===== config.mk =====
export PLATFORM = sky130hd
export DESIGN_NAME = cfi_backend_sched
export DESIGN_NICKNAME = d
export VERILOG_FILES = /design/src/rtl/cfi_pkg.sv /design/src/rtl/cfi_rr_arbiter.sv /design/src/rtl/cfi_backend_sched.sv
export SDC_FILE = /design/constraint.sdc
export NUM_CORES = 1
export LEC_CHECK = 0
export ABC_AREA = 1
export CAP_MARGIN = 10
export CELL_PAD_IN_SITES_DETAIL_PLACEMENT = 1
export CELL_PAD_IN_SITES_GLOBAL_PLACEMENT = 1
export CORE_MARGIN = 2
export CORE_UTILIZATION = 36
export DETAILED_ROUTE_END_ITERATION = 7
export GPL_TIMING_DRIVEN = 0
export MAX_ROUTING_LAYER = met4
export PLACE_DENSITY_LB_ADDON = 0.05
export SLEW_MARGIN = 10
export SYNTH_ARGS = -nofsm -noshare
export SYNTH_HDL_FRONTEND = slang
export SYNTH_SLANG_ARGS = --single-unit

===== constraint.sdc =====
create_clock -name clk_i -period 3.6 [get_ports clk_i]
set_input_delay 0.72 -clock clk_i [delete_from_list [all_inputs] [get_ports clk_i]]
set_output_delay 0.72 -clock clk_i [all_outputs]
set_load 0.01 [all_outputs]

===== src/rtl/cfi_pkg.sv =====
// Shared types and constants for the CFI checking pipeline.
//   cfi_commit_log_t  : one logged control-flow instruction (pc + target)
//   exception_t       : exception record handed to the commit stage
//   cfi_sched_state_e : dispatch controller states
package cfi_pkg;

    localparam int XLEN = 32;

    typedef struct packed {
        logic [XLEN-1:0] addr_pc;
        logic [XLEN-1:0] target;
    } cfi_commit_log_t;

    typedef struct packed {
        logic            valid;
        logic [XLEN-1:0] cause;
        logic [XLEN-1:0] tval;
    } exception_t;

    localparam logic [XLEN-1:0] CFI_FAULT_CAUSE   = 32'd24;
    localparam logic [XLEN-1:0] CFI_TIMEOUT_CAUSE = 32'd25;

    typedef enum logic [1:0] {
        RUN   = 2'd0,
        FAULT = 2'd1,
        FLUSH = 2'd2
    } cfi_sched_state_e;

endpackage


===== src/rtl/cfi_rr_arbiter.sv =====
// Round-robin pick among N requesters.
//   clk_i, rst_ni : clock, async active-low reset
//   req_i         : request vector
//   gnt_en_i      : grant is consumed this cycle; advance the pointer
//   gnt_o         : one-hot grant (zero when no request)
// The pointer holds the index searched first; after a consumed grant it
// moves to the slot just past the winner, so reset favours index 0.
module cfi_rr_arbiter #(
    parameter int N = 2
) (
    input  logic         clk_i,
    input  logic         rst_ni,
    input  logic [N-1:0] req_i,
    input  logic         gnt_en_i,
    output logic [N-1:0] gnt_o
);

    localparam int PW = $clog2(N);

    logic [PW-1:0] ptr_q;
    logic [PW-1:0] gidx;
    logic          found;

    // Two passes: indices at/after the pointer first, then the wrapped ones.
    always_comb begin
        gnt_o = '0;
        gidx  = '0;
        found = 1'b0;
        for (int j = 0; j < N; j++) begin
            if (!found && j >= int'(ptr_q) && req_i[j]) begin
                found    = 1'b1;
                gnt_o[j] = 1'b1;
                gidx     = PW'(j);
            end
        end
        for (int j = 0; j < N; j++) begin
            if (!found && j < int'(ptr_q) && req_i[j]) begin
                found    = 1'b1;
                gnt_o[j] = 1'b1;
                gidx     = PW'(j);
            end
        end
    end

    always_ff @(posedge clk_i or negedge rst_ni) begin
        if (!rst_ni) begin
            ptr_q <= '0;
        end else if (gnt_en_i && found) begin
            ptr_q <= (gidx == PW'(N - 1)) ? '0 : gidx + 1'b1;
        end
    end

endmodule


===== src/rtl/cfi_backend_sched.sv =====
// Dispatch controller between the CFI log queue and NR_BACKENDS checkers.
// Issues queue entries round-robin to free backends, retires results in
// dispatch order via tickets, and raises one held exception on the first
// faulting or timed-out entry.
//   clk_i, rst_ni           : clock, async active-low reset
//   enable_i                : dispatch enable
//   queue_empty_i/data_i    : fall-through queue head; queue_pop_o pops it
//   be_log_o, be_valid_o    : shared issue bus and one-hot issue strobe
//   be_ready_i/done_i/fault_i : backend handshake
//   cfi_fault_o, fault_ack_i  : exception towards commit and its ack
//   busy_o                  : queue non-empty or anything in flight
//
// state | meaning
// RUN   | dispatch and in-order retirement
// FAULT | exception held on cfi_fault_o until acked, no dispatch
// FLUSH | drop remaining in-flight results, then resync tickets
module cfi_backend_sched
    import cfi_pkg::*;
#(
    parameter int NR_BACKENDS    = 2,
    parameter int TIMEOUT_CYCLES = 1024
) (
    input  logic                   clk_i,
    input  logic                   rst_ni,
    input  logic                   enable_i,
    input  logic                   queue_empty_i,
    input  cfi_commit_log_t        queue_data_i,
    output logic                   queue_pop_o,
    output cfi_commit_log_t        be_log_o,
    output logic [NR_BACKENDS-1:0] be_valid_o,
    input  logic [NR_BACKENDS-1:0] be_ready_i,
    input  logic [NR_BACKENDS-1:0] be_done_i,
    input  logic [NR_BACKENDS-1:0] be_fault_i,
    output exception_t             cfi_fault_o,
    input  logic                   fault_ack_i,
    output logic                   busy_o
);

    localparam int N  = NR_BACKENDS;
    localparam int TW = $clog2(N) + 1;
    localparam int WW = $clog2(TIMEOUT_CYCLES);

    cfi_sched_state_e state_q, state_d;

    logic [N-1:0]    inflight_q, done_q, fault_q;
    logic [TW-1:0]   tkt_q [N];
    logic [XLEN-1:0] pc_q  [N];
    logic [TW-1:0]   issue_tkt_q, head_tkt_q;
    logic [WW-1:0]   wd_q;
    exception_t      exc_q;

    logic [N-1:0]    cand, grant, done_eff, is_head;
    logic            dispatch, head_done, head_fault, retire, timeout;
    logic [XLEN-1:0] head_pc;

    assign cand = ~inflight_q & be_ready_i;
    // Gated by rst_ni so the issue strobes are quiet while held in reset.
    assign dispatch = rst_ni && (state_q == RUN) && enable_i && !queue_empty_i && (|cand);

    cfi_rr_arbiter #(.N(N)) u_rr (
        .clk_i    (clk_i),
        .rst_ni   (rst_ni),
        .req_i    (cand),
        .gnt_en_i (dispatch),
        .gnt_o    (grant)
    );

    assign be_valid_o  = dispatch ? grant : '0;
    assign queue_pop_o = dispatch;
    assign be_log_o    = queue_data_i;
    assign cfi_fault_o = exc_q;
    assign busy_o      = rst_ni && (!queue_empty_i || (|inflight_q));

    // A done pulse on the head retires in the same cycle it arrives, so a
    // fault reaches cfi_fault_o one cycle later; other pulses are latched.
    assign done_eff = done_q | (inflight_q & be_done_i);

    always_comb begin
        head_fault = 1'b0;
        head_pc    = '0;
        for (int k = 0; k < N; k++) begin
            is_head[k] = inflight_q[k] && (tkt_q[k] == head_tkt_q);
            if (is_head[k]) begin
                head_fault = done_q[k] ? fault_q[k] : be_fault_i[k];
                head_pc    = pc_q[k];
            end
        end
    end

    assign head_done = |(is_head & done_eff);
    assign retire    = (state_q == RUN) && head_done;
    // Fires on the edge where the counter would reach TIMEOUT_CYCLES-1.
    assign timeout   = (state_q == RUN) && (|is_head) && !head_done &&
                       (wd_q == WW'(TIMEOUT_CYCLES - 2));

    always_comb begin
        state_d = state_q;
        case (state_q)
            RUN:     if ((retire && head_fault) || timeout) state_d = FAULT;
            FAULT:   if (fault_ack_i) state_d = FLUSH;
            FLUSH:   if (inflight_q == '0) state_d = RUN;
            default: state_d = RUN;
        endcase
    end

    always_ff @(posedge clk_i or negedge rst_ni) begin
        if (!rst_ni) state_q <= RUN;
        else         state_q <= state_d;
    end

    always_ff @(posedge clk_i or negedge rst_ni) begin
        if (!rst_ni) begin
            inflight_q  <= '0;
            done_q      <= '0;
            fault_q     <= '0;
            issue_tkt_q <= '0;
            head_tkt_q  <= '0;
            wd_q        <= '0;
            exc_q       <= '0;
            for (int k = 0; k < N; k++) begin
                tkt_q[k] <= '0;
                pc_q[k]  <= '0;
            end
        end else begin
            for (int k = 0; k < N; k++) begin
                if (dispatch && grant[k]) begin
                    inflight_q[k] <= 1'b1;
                    done_q[k]     <= 1'b0;
                    fault_q[k]    <= 1'b0;
                    tkt_q[k]      <= issue_tkt_q;
                    pc_q[k]       <= queue_data_i.addr_pc;
                end else if (inflight_q[k]) begin
                    if ((is_head[k] && (retire || timeout)) ||
                        (state_q == FLUSH && done_eff[k])) begin
                        inflight_q[k] <= 1'b0;
                        done_q[k]     <= 1'b0;
                        fault_q[k]    <= 1'b0;
                    end else if (be_done_i[k]) begin
                        done_q[k]  <= 1'b1;
                        fault_q[k] <= be_fault_i[k];
                    end
                end
            end

            if (dispatch) issue_tkt_q <= issue_tkt_q + 1'b1;

            if (retire || timeout) begin
                head_tkt_q <= head_tkt_q + 1'b1;
            end else if (state_q == FLUSH && inflight_q == '0) begin
                head_tkt_q <= issue_tkt_q;
            end

            if ((state_q == RUN) && (|is_head) && !head_done && !timeout) begin
                wd_q <= wd_q + 1'b1;
            end else begin
                wd_q <= '0;
            end

            if (retire && head_fault) begin
                exc_q <= '{valid: 1'b1, cause: CFI_FAULT_CAUSE, tval: head_pc};
            end else if (timeout) begin
                exc_q <= '{valid: 1'b1, cause: CFI_TIMEOUT_CAUSE, tval: head_pc};
            end else if (state_q == FAULT && fault_ack_i) begin
                exc_q <= '0;
            end
        end
    end

endmodule


# Word level (Yosys, flattened, before mapping)
# Cells that the tools add are included.
# word_totals
reg_bits	156
# classes
add_sub_neg	4
order_cmp	2
eq_ne	8
muxes	46
bitwise_logic	5
n_reduce_logical	51
# ops
op	count
$mux W65	3
$mux W32	2
$mux W1	33
$logic_and A1 B1 Y1	26
$mux W2	6
$add A10 B1 Y10 const B	1
$eq A10 B10 Y1 const B	1
$mux W10	1
$reduce_bool A3 Y1	3
$reduce_or A2 Y1	4
$and A2 B2 Y2	3
$pmux W2 S3	1
$reduce_bool A2 Y1	3
$logic_not A1 Y1	5
$logic_or A1 B1 Y1	5
$add A2 B1 Y2 const B	2
$eq A2 B2 Y1	2
$logic_not A2 Y1	2
$ne A2 B2 Y1 const B	2
$reduce_and A2 Y1	2
$reduce_and A3 Y1	1
$eq A2 B1 Y1 const B	1
$eq A2 B2 Y1 const B	1
$ne A2 B1 Y1 const B	1
5 further kinds	5

# Logic depth before layout (Yosys ltp)
# Gate-level depths: netlist of the first run.
# depth
depth_word	14
depth_mapped	14
depth_no_buf	14

# Modules after synthesis
# Synthesis of the first run repeated with hierarchy kept, for this count alone.
# unflattened
hier_cells	750
area_unflattened_um2	6308.6
# by_module_without_submodules
module	instances	cells_per_inst	area_per_inst_um2	seq_area_each_um2
cfi_backend_sched	1	742	6248.5	3103.0
cfi_rr_arbiter	1	8	60.1	25.0

# Least setup slack after synthesis of the first run
# Ideal clock, no wire load.
# synth_timing
path_kind	input -> output
from	input port rst_ni
to	output port be_valid_o[0]
arrival_ns	1.600
required_ns	2.880
setup_slack_ns	1.280
cell_stages	7
n_path_buf	1
cell_sequence	inv_1 nor2_1 nand3_2 a21oi_4 nand2_1 inv_2 buf_2
# synth_via
elab_chain_cells	5
# synth_lines
element	line_no	rtl
from (decl)	cfi_backend_sched.sv:24	input logic rst_ni,
$logic_and A1 B1 Y1 (4 in a row)	cfi_backend_sched.sv:58	assign dispatch = rst_ni && (state_q == RUN) && enable_i && !queue_empty_i && (|cand);
named net queue_pop_o	cfi_backend_sched.sv:28	output logic queue_pop_o,
$mux W2	cfi_backend_sched.sv:68	assign be_valid_o = dispatch ? grant : '0;
to (decl)	cfi_backend_sched.sv:30	output logic [NR_BACKENDS-1:0] be_valid_o,
# The timed path passes the listed nets, and every way through them passes these cells.

# Worst setup path in the final report of the first run
# layout_timing
from	input port queue_empty_i
to	output port be_valid_o[0]
# layout_via
elab_chain_cells	4
# layout_lines
element	line_no	rtl
from (decl)	cfi_backend_sched.sv:26	input logic queue_empty_i,
$logic_not A1 Y1	cfi_backend_sched.sv:58	
$logic_and A1 B1 Y1 (2 in a row)	cfi_backend_sched.sv:58	
$mux W2	cfi_backend_sched.sv:68	
# No other way between the ends.

==> key figures, run 1 <==
Synthesis
  – #FFs+latches synth: 125
  – Netlist cell types: 42
  – Post-synth top area cell: dfrtp_1
  – Predominant post-synthesis flop cell: dfrtp_1
  – Number of synthesized flops with an enable pin: 0
  – Post-Syn Area per Cell: between 8 and 9 um^2
  – Synth async-reset ratio: 1.00
  – Share of the synthesized area in the top cell type: 0.495
  – Synthesis warning total: 0
  – Cells after synthesis: 738
  – Seq/Total Area, Yosys: 0.495
  – Mapped Area: 6310 um^2
  – Top post-synthesis cells by area: dfrtp_1, nand2_1, buf_4

Floorplan
  – Initial Utilization: 0.366
  – Top Ports: 208
  – Die W: between 100 and 150 um
  – Placeable Area: 17200 um^2
  – Die area: 18600 um^2
  – Site Rows: 48
  – Die Y: 136 um

Layout
  – Share of cells above drive strength 1: 0.205
  – Post-route cell area: 8800 um^2
  – FILL cells: a little over 2000
  – Multi-input gate area: 2190 um^2
  – Antenna fix cells: 0
  – Most frequent cells in the layout: nand2_1, clkdlybuf4s50_1, dfrtp_1
  – Reg area: 3130 um^2
  – Most common cell after layout, fill and taps aside: nand2_1
  – Final #Nets: 1009
  – Synth-to-layout area growth: 39.3%

Worst setup path
  – Crit-path max FO: 16
  – Worst Setup SP: queue_empty_i
  – Worst path cell trace: clkdlybuf4s50_1 > nor2_1 > nand3_2 > a21oi_4 > nand2_1 > inv_2 > clkdlybuf4s50_1
  – Setup crit end kind: output pin
  – Crit path kind: primary input to output pin
  – CP Data Required Time: 2880 ps
  – Cell family with the largest share of critical-path delay: buffers and inverters
  – Crit path launch type: primary input
  – Critical path's largest stage delay: 610 ps
  – Crit path top cell by count: clkdlybuf4s50_1
  – R2R depth: 6
  – FF-to-FF Start: state_q[0]
  – CP Buf/Inv Count: 3
  – Arr. time, crit path: 2740 ps
  – FF-to-FF End: pc_q[6]
  – Crit-path slowest cell: clkdlybuf4s50_1
  – Flop2flop setup slack: 1430 ps

Clock network
  – CTS root buffer: clkbuf_16
  – Clock Path Buffers: 2
  – CTS tree: yes
  – CTS HTree Levels: 4
  – Clock Latency Late Sink: 420 ps
  – Clock Pin Slew Worst Setup and Hold Paths: 60 ps
  – TritonCTS Buffers: 17
  – Hold Buf Count CTS: 0
  – Total clock sinks: between 100 and 150

Place
  – IO Port Bufs: 146
  – DPL Wire Length: roughly 13 mm
  – Worst slack at placement: -294 ps
  – Placed standard-cell area: 8190 um^2
  – GPL Wtd Cong: 0.766

Global route
  – First-pass GRT wire length: 28.8 mm
  – GRT Util Overall: 0.207
  – Initial antenna violation count: 0
  – Grt total ovfl: 0
  – Number of global-route vias before repair: 5770
  – Largest net degree at the start of global routing: 67

Detailed routing
  – DR WL/cell: between 15 and 20 um
  – Antenna viol nets, final: 0
  – DR iter-0 viols: ~160
  – Routed WL: 18.0 mm
  – DR vias/cell: 4.63
  – DR vias: 5421
  – DR pass1 iterations: 4
  – DRC errors left: 0

Timing
  – Slew headroom: 0.588
  – Final Hold Fails: 0
  – Fmax: 289 MHz
  – RSZ-0062 raised after global routing: false
  – Final Setup Violations: 0
  – Final worst slack: 143 ps
  – Post-layout min period: 3460 ps
  – Tcrit/Tclk final: 0.960
  – Least-Margin Pin Slew: 618 ps
  – Clock Skews: 9.40 ps
  – Slew Viols, Final: 0

Pwr
  – P_leak: between 4 and 5 nW
  – Design Power: approximately 6.0 mW
  – Pwr dens: 677 nW/um^2
  – Max IR drop VDD: between 0.0003 and 0.0004 V

Flow run
  – Maxcap violations: 0

Status
  – Status: completed

Min path
  – Hold Crit Class: primary input to asynchronous set/reset pin
[power breakdown]
| group | internal [mW] | switching [mW] | leakage (nW) |
|---|---|---|---|
| registers | 1.93 | 0.282 | 1.59 |
| clock network | 1.02 | 0.635 | 0.267 |
| logic | 0.864 | 1.22 | 2.39 |
| total | 3.81 | 2.14 | 4.25 |
[synth_stat cells, types with 2 or more instances]
cell type    n
nand2_1    244
dfrtp_1    125
buf_4       96
o21ai_0     71
inv_1       56
o21ai_2     28
nor2_1      18
nand3_1     13
o21ai_1     11
buf_2       10
clkbuf_1    10
buf_6        6
a21oi_1      4
inv_2        4
xor2_1       4
nand2_2      3
nand2_4      3
nor3_1       3
and3_1       2
ha_1         2
nand4_1      2
nor2_2       2
xnor2_1      2
[worst max path at each step]
stage               depth (start not counted)  slack (ps)            end
floorplan                                   7        1280  be_valid_o[0]
global placement                            8       -4840  be_valid_o[1]
detailed placement                          8        -290  be_valid_o[1]
CTS                                         8         0.5  be_valid_o[0]
global route                                7           6  be_valid_o[0]
finish                                      7         140  be_valid_o[0]
[timing repair]
item | 4_1_cts | 5_1_grt
pin swaps | 0 | 1
setup endpoints to repair | 2 | 2
setup buffers | 0 | 2
gates resized for setup | 3 | 2
[per-layer routing]
layer | routed length (um) | track usage
met5 | 0 | -
met4 | 283 | 0.0666
met3 | 835 | 0.0410
met2 | 9020 | 0.347
met1 | 7820 | 0.252
[per-stage QoR]
stage	hold slack [ps]	util	TNS, ps	std cells
after global routing	192	0.510	0	1170
after floorplan	424	-	0	766
after detailed placement	462	0.475	-478	1138
final	179	0.510	0	1170
after CTS	192	0.509	0	1170
after global placement	456	0.474	-699970	1137
[worst register-to-register path: cells and delay by family (launching register included)]
family / cells / cell delay (ps)
AOI/OAI and AO/OA: 1 / 200
DFF: 1 / 430
buffers and inverters: 2 / 610
and+or+nand+nor: 3 / 790
[state kept, by name (all words and copies together) (netlist names), 4 cells and up]
name         flops
cfi_fault_o     34
pc_q            64
tkt_q            4
wd_q            10
[kinds of logic (layout without fill, tap and decap cells)]
group / count (synthesis) / after routing / synth area share
compound gates: 122 / 122 / 0.118
buf+inv: 183 / 362 / 0.175
xor+xnor: 6 / 6 / 0.00832
flops: 125 / 125 / 0.495
simple gates: 297 / 297 / 0.195
mux: 2 / 2 / 0.00337
other cells: 1 / 29 / 0.000594
fa+ha+maj: 2 / 2 / 0.00396
[final cells by class]
type / count / area share
flip-flops and latches: 125 / 0.356
multi-input cells: 458 / 0.249
repair buffers: 149 / 0.173
plain buffers: 120 / 0.0987
clock buffers: 23 / 0.0555
well taps: 225 / 0.0320
inverters: 61 / 0.0263
clock inverters: 9 / 0.00982
(Power assumes the default switching activity.)
==> inputs of run 2 (changes only) <==
--- a/config.mk
+++ b/config.mk
@@ -5,12 +5,11 @@
 export SDC_FILE = /design/constraint.sdc
 export NUM_CORES = 1
 export LEC_CHECK = 0
-export ABC_AREA = 1
 export CAP_MARGIN = 10
 export CELL_PAD_IN_SITES_DETAIL_PLACEMENT = 1
 export CELL_PAD_IN_SITES_GLOBAL_PLACEMENT = 1
 export CORE_MARGIN = 2
-export CORE_UTILIZATION = 36
+export CORE_UTILIZATION = 38
 export DETAILED_ROUTE_END_ITERATION = 7
 export GPL_TIMING_DRIVEN = 0
 export MAX_ROUTING_LAYER = met4
==> key figures, run 2 <==
Status
  – Status: completed

Timing
  – Tcrit/Tclk final: 0.938
  – Fmax: between 200 and 300 MHz
  – Final Setup Violations: 0
  – Post-layout min period: approximately 3400 ps
  – Final Hold Fails: 0
  – Slew headroom: 0.427
  – Least-Margin Pin Slew: ~860 ps
  – Slew Viols, Final: 0
  – RSZ-0062 raised after global routing: false
  – Clock Skews: 5.39 ps

Detailed routing
  – DR vias/cell: 4.73
  – DR iter-0 viols: 166
  – DR vias: 4820
  – DR WL/cell: 16.4 um
  – DRC errors left: 0
  – DR pass1 iterations: 4
  – Antenna viol nets, final: 0
  – Routed WL: 16.7 mm

Pwr
  – P_leak: 4.23 nW
  – Max IR drop VDD: about 0.00037 V
  – Pwr dens: 705 nW/um^2

Layout
  – Top reg by flops: pc_q
  – Most common cell after layout, fill and taps aside: nand2_1
  – FILL cells: 1742
  – Final #Nets: 867
  – Most frequent cells in the layout: nand2_1, clkdlybuf4s50_1, dfrtp_1
  – Post-route cell area: 8790 um^2
  – Synth-to-layout area growth: 41.2%
  – Max FFs per register: 64
  – Antenna fix cells: 0
  – Share of cells above drive strength 1: 0.220
  – Final core occ: 0.551

Synthesis
  – Netlist cell types: 43
  – Number of synthesized flops with an enable pin: 0
  – Synth top cells by count: nand2_1, dfrtp_1, buf_4, mux2i_1, mux2_2
  – Post-synth top area cell: dfrtp_1
  – Seq/Total Area, Yosys: 0.502
  – Post-Syn Area per Cell: 10.4 um^2
  – Mapped Area: about 6200 um^2
  – Predominant post-synthesis flop cell: dfrtp_1
  – #FFs+latches synth: ~130
  – Cells after synthesis: between 500 and 600
  – Synthesis warning total: 0
  – Top-count cell post-synth: nand2_1
  – Share of the synthesized area in the top cell type: 0.502
  – Synth async-reset ratio: 1.00
  – Top post-synthesis cells by area: dfrtp_1, buf_4, mux2i_1

Floorplan
  – Die Y: 132 um
  – Placeable Area: roughly 16000 um^2
  – Die area: 17400 um^2
  – Initial Utilization: 0.391
  – Top Ports: 208
  – Site Rows: 46
  – Die W: 132 um

Worst setup path
  – Worst Setup SP: state_q[0]
  – Crit-path max FO: 19
  – Worst path cell trace: clkbuf_1 > nor2_4 > nand4b_1 > a211o_4 > inv_4 > clkdlybuf4s50_1
  – FF-to-FF End: cfi_fault_o[35]
  – CP Buf/Inv Count: 3
  – Crit path launch type: flip-flop
  – Flop2flop setup slack: 1180 ps
  – R2R depth: 8
  – FF-to-FF Start: head_tkt_q[0]
  – Crit path kind: flip-flop to output pin
  – Critical path's largest stage delay: 600 ps
  – CP Data Required Time: 2880 ps
  – Arr. time, crit path: 2660 ps
  – Crit-path slowest cell: clkdlybuf4s50_1
  – Setup crit end kind: output pin
  – Cell family with the largest share of critical-path delay: buffers and inverters

Place
  – DPL Wire Length: 11.7 mm
  – Placed standard-cell area: 8090 um^2
  – GPL Wtd Cong: 0.797
  – IO Port Bufs: 146

Clock network
  – Total clock sinks: 125
  – CTS root buffer: clkbuf_16
  – CTS HTree Levels: 4
  – TritonCTS Buffers: 17
  – Clock Path Buffers: 2
  – Clock Latency Late Sink: 420 ps
  – CTS tree: yes
  – Clock Pin Slew Worst Setup and Hold Paths: about 60 ps
  – Hold Buf Count CTS: 0

Global route
  – Largest net degree at the start of global routing: 94
  – GRT Util Overall: 0.204
  – First-pass GRT wire length: 27.4 mm
  – Initial antenna violation count: 0
  – Grt total ovfl: 0
  – Number of global-route vias before repair: 5349

Flow run
  – Maxcap violations: 0

Min path
  – Hold Crit Class: primary input to asynchronous set/reset pin
[run 2: cell count changes in the layout (fill, tap and decap cells not counted), moves of 28 or more]
| cell | previous run | this run |
|---|---|---|
| inv_1 | 56 | 3 |
| mux2_2 | 1 | 34 |
| mux2i_1 | 1 | 65 |
| nand2_1 | 244 | 146 |
| o21ai_0 | 71 | 7 |
| o21ai_2 | 28 | 0 |
[run 2: kinds of logic (layout without fill, tap and decap cells)]
kind of cell    count (synthesis)  after routing  share of synthesized area
flops                         125            125                      0.502
mux                            99             99                      0.166
xor+xnor                       13             13                     0.0183
other cells                     1             29                   0.000602
compound gates                 30             30                     0.0334
buf+inv                       124            301                      0.140
simple gates                  204            204                      0.136
fa+ha+maj                       2              2                    0.00402
[run 2: how the worst max path moves through the flow]
stage	end	slack [ps]	cells after the start
floorplan	be_valid_o[0]	1200	5
global placement	be_valid_o[0]	-5070	7
detailed placement	be_valid_o[0]	-250	7
CTS	be_valid_o[0]	40	7
global route	be_valid_o[0]	100	6
finish	be_valid_o[0]	220	6
[run 2: repair_timing]
item                       4_1_cts  5_1_grt
setup endpoints to repair        1        1
gates resized for setup          5        0
buffers inserted                 0        0
[run 2: per-stage QoR]
step           std cells  worst slack, ps  hold WS (ps)  setup TNS (ps)  power, mW
2_1_floorplan        626             1200           424               0       3.43
3_3_place_gp         988            -5070           457         -693610       4.05
3_5_place_dp         989             -245           463            -245       4.19
4_1_cts             1020             36.2           190               0       6.26
5_1_grt             1019             97.5           200               0       6.55
6_report            1019              225           182               0       6.19
[run 2: cell type report]
| cell class | instances | area, um^2 | area share |
|---|---|---|---|
| Sequential cell | 125 | 3130 | 0.356 |
| Multi-Input combinational cell | 377 | 2350 | 0.267 |
| Timing Repair Buffer | 147 | 1490 | 0.170 |
| Buffer | 118 | 846 | 0.0962 |
| Clock buffer | 20 | 447 | 0.0508 |
| Tap cell | 216 | 270 | 0.0308 |
| Clock inverter | 12 | 240 | 0.0273 |
| Inverter | 4 | 17.5 | 0.00199 |
[run 2: power by group]
group | switching, mW | internal (mW)
logic | 0.895 | 0.986
registers | 0.356 | 1.95
clock network | 0.628 | 1.38
[run 2: per-layer routing]
| layer | track usage | routed length (um) | vias to the layer above |
|---|---|---|---|
| met5 | - | 0 | - |
| li1 | - | - | 2247 |
| met3 | 0.0534 | 859 | 26 |
| met2 | 0.357 | 8760 | 135 |
| met1 | 0.226 | 6820 | 2412 |
| met4 | 0.0694 | 265 | 0 |
